## src/rtl/div_pkg.sv

```systemverilog
// Shared definitions for the sequential restoring divider.
package div_pkg;

    localparam int unsigned DIV_N_DEFAULT = 10;

    typedef enum logic [1:0] {
        IDLE = 2'd0,
        CALC = 2'd1,
        DONE = 2'd2
    } div_state_t;

endpackage

```

## src/rtl/div_step.sv

```systemverilog
// One restoring-division row: trial-subtract the divisor from the shifted
// partial remainder and keep the difference when it does not go negative.
module div_step
    import div_pkg::*;
#(
    parameter int unsigned N = DIV_N_DEFAULT
) (
    input  logic [N:0]   rem,
    input  logic [N-1:0] divisor,
    output logic [N:0]   rem_next_c,
    output logic         qbit_c
);

    localparam int unsigned DW = N + 2;

    logic [N+1:0] diff_c;

    // One extra bit above the remainder width acts as the borrow/sign bit.
    assign diff_c     = DW'(rem) - DW'(divisor);
    assign qbit_c     = ~diff_c[N+1];
    assign rem_next_c = qbit_c ? diff_c[N:0] : rem;

endmodule

```

## src/rtl/div_sequential.sv

```systemverilog
// Sequential unsigned divider: one restoring iteration per clock, MSB first.
// Divide-by-zero short-circuits straight to DONE with q=all ones, r=x.
module div_sequential
    import div_pkg::*;
#(
    parameter int unsigned N = DIV_N_DEFAULT
) (
    input  logic         clk,
    input  logic         rst,
    input  logic         start,
    input  logic [N-1:0] x,
    input  logic [N-1:0] y,
    output logic [N-1:0] q,
    output logic [N-1:0] r,
    output logic         busy,
    output logic         done,
    output logic         dbz
);

    localparam int unsigned RW = N + 1;
    localparam int unsigned CW = $clog2(N);

    div_state_t   state;
    logic [N-1:0] quo_sh;      // dividend bits shift out the top, quotient bits shift in below
    logic [N-1:0] divisor;
    logic [N:0]   rem;
    logic [CW-1:0] cnt;

    logic [N:0]   rem_shift_c;
    logic [N:0]   rem_next_c;
    logic         qbit_c;
    logic [N-1:0] quo_next_c;

    // Bring the next dividend bit into the partial remainder.
    assign rem_shift_c = RW'({rem, quo_sh[N-1]});
    assign quo_next_c  = {quo_sh[N-2:0], qbit_c};

    div_step #(
        .N(N)
    ) u_step (
        .rem       (rem_shift_c),
        .divisor   (divisor),
        .rem_next_c(rem_next_c),
        .qbit_c    (qbit_c)
    );

    // Control FSM with datapath and registered outputs.
    always_ff @(posedge clk) begin
        if (rst) begin
            state   <= IDLE;
            quo_sh  <= '0;
            divisor <= '0;
            rem     <= '0;
            cnt     <= '0;
            q       <= '0;
            r       <= '0;
            busy    <= 1'b0;
            done    <= 1'b0;
            dbz     <= 1'b0;
        end else begin
            done <= 1'b0;
            unique case (state)
                IDLE: begin
                    if (start) begin
                        quo_sh  <= x;
                        divisor <= y;
                        rem     <= '0;
                        cnt     <= '0;
                        if (y == '0) begin
                            state <= DONE;
                            q     <= '1;
                            r     <= x;
                            dbz   <= 1'b1;
                            done  <= 1'b1;
                        end else begin
                            state <= CALC;
                            busy  <= 1'b1;
                        end
                    end
                end
                CALC: begin
                    rem    <= rem_next_c;
                    quo_sh <= quo_next_c;
                    cnt    <= cnt + CW'(1);
                    if (cnt == CW'(N - 1)) begin
                        state <= DONE;
                        busy  <= 1'b0;
                        done  <= 1'b1;
                        q     <= quo_next_c;
                        r     <= rem_next_c[N-1:0];
                        dbz   <= 1'b0;
                    end
                end
                DONE: begin
                    state <= IDLE;
                end
                default: begin
                    state <= IDLE;
                    busy  <= 1'b0;
                end
            endcase
        end
    end

endmodule

```

## config.mk

```make
export PLATFORM = sky130hd
export DESIGN_NAME = div_sequential
export DESIGN_NICKNAME = d
export VERILOG_FILES = /design/src/rtl/div_pkg.sv /design/src/rtl/div_step.sv /design/src/rtl/div_sequential.sv
export SDC_FILE = /design/constraint.sdc
export NUM_CORES = 1
export LEC_CHECK = 0
export ABC_CLOCK_PERIOD_IN_PS = 3430
export CAP_MARGIN = 15
export CELL_PAD_IN_SITES_DETAIL_PLACEMENT = 0
export CELL_PAD_IN_SITES_GLOBAL_PLACEMENT = 2
export CORE_MARGIN = 3
export CORE_UTILIZATION = 34
export CTS_BUF_LIST = sky130_fd_sc_hd__clkbuf_16
export DETAILED_ROUTE_END_ITERATION = 6
export PLACE_DENSITY_LB_ADDON = 0.1
export SLEW_MARGIN = 15
export SYNTH_ARGS = -nofsm -noshare
export SYNTH_HDL_FRONTEND = slang
export SYNTH_HIERARCHICAL = 1
export SYNTH_SLANG_ARGS = --single-unit
```

## constraint.sdc

```tcl
create_clock -name clk -period 3.43 [get_ports clk]
set_input_delay 0.686 -clock clk [delete_from_list [all_inputs] [get_ports clk]]
set_output_delay 0.686 -clock clk [all_outputs]
set_load 0.01 [all_outputs]
```

=== After elaboration in Yosys (flattened, before gate mapping) ===
Index checks and enable logic that the tools add are counted.

* Memory bits (writable): 0
* Bits in latches: 0
* Register bits after elaboration: 59
* Logic and storage cells: 59
* Output and inout port bits: 23
* Memories: 0
* Input bits: 23
* Memory bits (read-only): 0

* Bitwise logic cells: 2
* $lt $le $gt $ge: 0
* Equal/unequal tests: 7
* Mux-type cells: 30
* Shift operators: 0
* Reductions and logical operators: 8
* Add/sub/neg operators: 2
* Multiply operators: 0
* Divide/modulo/power cells: 0

{| class="wikitable"
|+ Operators with widths
! cell !! number
|-
| 2-to-1 mux 10 bit || 9
|-
| case mux 10 bit (2 select lines) || 4
|-
| subtractor 11 x 10 -> 12 bit || 1
|-
| zero test 10 bit || 1
|-
| 2-to-1 mux 1 bit || 8
|-
| != test 2 bit (second input constant) || 4
|-
| case mux 4 bit (2 select lines) || 1
|-
| AND reduction 4 bit || 2
|-
| 2-to-1 mux 2 bit || 3
|-
| AND reduction 2 bit || 3
|-
| adder 4 x 1 -> 4 bit (second input constant) || 1
|-
| equality test 4 bit (second input constant) || 1
|-
| 2-to-1 mux 4 bit || 1
|-
| case mux 1 bit (2 select lines) || 2
|-
| case mux 2 bit (2 select lines) || 1
|-
| case mux 1 bit (3 select lines) || 1
|-
| equality test 2 x 1 -> 1 bit (second input constant) || 1
|-
| equality test 2 bit (second input constant) || 1
|-
| zero test 2 bit || 1
|-
| inverter 1 bit || 2
|-
| nonzero test 2 bit || 1
|}

=== Longest topological paths before layout ===
* Depth after elaboration: 4
* Gate-level depth with buffers: 11
* Gate-level depth less buffers: 11

=== By module ===
Netlist, hierarchy kept.

{| class="wikitable"
|+ Modules (own cells, without submodules)
! module !! sequential area each (µm²) !! cells an instance !! area an instance (µm²) !! times used
|-
| div_sequential || 1181.1 || 267 || 2327.2 || 1
|-
| div_step || 0.0 || 99 || 720.7 || 1
|}

=== Worst setup path after synthesis ===
No wires, ideal clock.

* Path type: register to register
* Start point: register divisor[1]
* End point: register r[3]
* Period minus slack after synthesis: 2.111 ns
* Buffers on the path: 0
* Data arrival time: 1.987 ns
* Path slack: 1.319 ns
* Stages on the path, launching flop included: 11
* Required time: 3.306 ns
* Setup time: 0.124 ns
* Path through: dfxtp_1 -> inv_1 -> ha_1 -> nor2b_1 -> o2111ai_1 -> a211o_1 -> and2_4 -> inv_6 -> mux2_4 -> nand2_1 -> a31oi_1

* Longest elaborated chain between the ends: 4

{| class="wikitable"
|+ RTL lines
! item !! RTL line !! text
|-
| start, declared || div_sequential.sv:25 || <nowiki>logic [N-1:0] divisor;</nowiki>
|-
| start signal, assigned || div_sequential.sv:66 || <nowiki>divisor <= y;</nowiki>
|-
| subtractor 11 x 10 -> 12 bit || div_step.sv:19 || <nowiki>assign diff_c = DW'(rem) - DW'(divisor);</nowiki>
|-
| 2-to-1 mux 10 bit || div_step.sv:21 || <nowiki>assign rem_next_c = qbit_c ? diff_c[N:0] : rem;</nowiki>
|-
| named net rem_next_c[3] || div_sequential.sv:30 || <nowiki>logic [N:0] rem_next_c;</nowiki>
|-
| 2-to-1 mux 10 bit || div_sequential.sv:85 || <nowiki>if (cnt == CW'(N - 1)) begin</nowiki>
|-
| case mux 10 bit (2 select lines) || div_sequential.sv:62 || <nowiki>unique case (state)</nowiki>
|-
| end signal, assigned || div_sequential.sv:90 || <nowiki>r <= rem_next_c[N-1:0];</nowiki>
|-
| end, declared || div_sequential.sv:14 || <nowiki>output logic [N-1:0] r,</nowiki>
|}

The timed path passes the listed nets, and every way through them passes these cells. The select of a mux whose other input is x is not followed.
A chain may end at the register's enable or synchronous reset.

=== Worst setup path in the final report ===
* Start point: register divisor[1]
* End point: register r[4]

Same word-level chain as after synthesis.

==> reports/results.tsv <==
metric	value	unit
initial antenna violation count	0	
core area	0.008382	sq mm
Final Util	45.39	%
Tmin final	2.429	ns
outcome	complete, no violations	
clk sinks	59	
Post-CTS Repair Setup Buffers	0	
Initial Utilization	35.83	%
Chip Height	99.98	microns
H-tree level count	3	
worst slew pin tran	0.9336	ns
cts repair resizes	0	
Final period util	70.83	%
Finished Layout Cells	507	
Antenna Cells	0	
initial DRC count	92	
layout cell share with drive strength beyond 1	9.701	%
Hold Path Class	reg -> reg	
reg2reg end	r[4]	
GRT overflow	0	
Clock Pin Slew Worst Setup and Hold Paths	0.06	ns
P_leak	1.467	nW
Mapped Area	0.003003	sq mm
slowest stage delay, CP	0.43	ns
most common cell after layout, fill and taps aside	nand2_1	
clock buffer depth	2	
Ys Warns	6	
largest net degree at the start of global routing	40	
I/O pin total	46	
Vias/cell	5.278	
critical path arrival	2.61	ns
Slew Limit Fails	0	
Worst Skew	0.005931	ns
Std-Cell Rows	33	
syn_nets	395	
antenna viol nets, final	0	
Placed Cells	491	
worst vdd ir	0.0002702	V
Max-Cap Viols	0	
Worst setup EP type	flip-flop	
CTS tree	yes	
GRT Total Usage	16.40	%
Area Growth Syn to Fin	26.71	%
total CTS buffers	9	
Hold Buf Count CTS	0	
hold path depth	2	
kind of critical path	reg -> reg	
DP HPWL	5631	microns
total chip power	2.252	mW
Vias	2676	
Root Driver	clkbuf_16	
RSZ-0062 raised after global routing	false	
final setup fails	0	
Min-Delay Startpoint	divisor[4]	
I/O Buffers	45	
final net count	433	
Critical Path RT	3.61	ns
Worst slew margin	37.63	%
Max FO, Critical Path	7	
endpoints failing hold	0	
Hold Path Sink	divisor[4]	
WP buf/inv	2	
Mean Syn Cell Area	8.365	sq um
vias in the first global route	2569	
Die Width	99.98	microns
DRC	0	
worst reg-to-reg setup slack	1.00	ns
Cells after Synth	359	
WL final	7887	microns
1st-pass router iterations	4	
routability cong.	0.7770	
Crit path max-delay family	compound AO/OA/AOI/OAI gates	
power density cells	591.9	mW/mm^2
crit path launch type	flip-flop	
clk_lat worst skew	0.32	ns
Die ar.	0.009996	sq mm
R2R cell count	10	
most frequent cells in the layout	68 x nand2_1, 59 x dfxtp_1, 45 x clkdlybuf4s50_1, 42 x a21oi_1, 27 x nor2_1	
per-cell routed wire length	15.56	microns
first-pass GRT wire length	12990	microns
r2r startpoint	divisor[1]	
worst-path cell chain	inv_1, ha_1, nor2b_1, o2111ai_1, a211o_1, and2_4, inv_6, mux2_4, nand2_1, a31oi_1	
slowest CP cell	a211o_1	
Final TNS setup	0	ns
Max Fclk	0.4116	GHz
power breakdown:
part           internal (mW)  switching [mW]
clock network          0.632           0.324
registers              0.721          0.0276
logic                  0.246           0.302
layer usage:
metal / GRT usage, % / wire [microns] / vias to the layer above
met1: 22.69 / 4033 / 1250
met3: 4.239 / 331 / 8
met2: 25.45 / 3455 / 58
li1: - / - / 1360
met4: 4.352 / 67 / 0
met5: 0 / 0 / -
how the worst max path moves through the flow:
stage / start / end / slack (ns) / cells past startpoint
after global routing: divisor[1] / r[7] / 0.79 / 9
final: divisor[1] / r[4] / 1.00 / 10
after global placement: y[4] / q[8] / 0.97 / 5
after floorplan: divisor[1] / r[3] / 1.33 / 10
after CTS: divisor[1] / r[6] / 1.02 / 10
after detailed placement: y[4] / q[7] / 0.95 / 5
registers in the layout (all words and copies together), names as in the netlist:
| name | flops |
|---|---|
| q | 10 |
| dbz | 1 |
| done | 1 |
| cnt | 4 |
| rem | 10 |
| state | 2 |
| quo_sh | 10 |
| r | 10 |
| busy | 1 |
| divisor | 10 |
per-stage QoR:
| stage | hold WS, ns | setup slack [ns] | instance area, sq um |
|---|---|---|---|
| 2_1_floorplan | 0.4363 | 1.333 | 3003 |
| 3_3_place_gp | 0.4449 | 0.9741 | 3487 |
| 3_5_place_dp | 0.4477 | 0.9499 | 3487 |
| 4_1_cts | 0.4557 | 1.015 | 3805 |
| 5_1_grt | 0.4834 | 0.7897 | 3805 |
| 6_report | 0.4552 | 1.001 | 3805 |
layout make-up:
class                           instances  area (sq um)
Inverter                               18         72.57
Multi-Input combinational cell        258          1607
Sequential cell                        59          1181
Clock inverter                          7         92.59
Timing Repair Buffer                   51         495.5
Clock buffer                            9         225.2
Tap cell                              105         131.4
Fill cell                             844          4577
worst reg2reg max path, stage by stage (launching register included):
cell	delay, ns
dfxtp_1	0.33
inv_1	0.08
ha_1	0.27
nor2b_1	0.18
o2111ai_1	0.21
a211o_1	0.44
and2_4	0.21
inv_6	0.10
mux2_4	0.30
nand2_1	0.09
a31oi_1	0.08
Power figures use the tool's default switching activity.
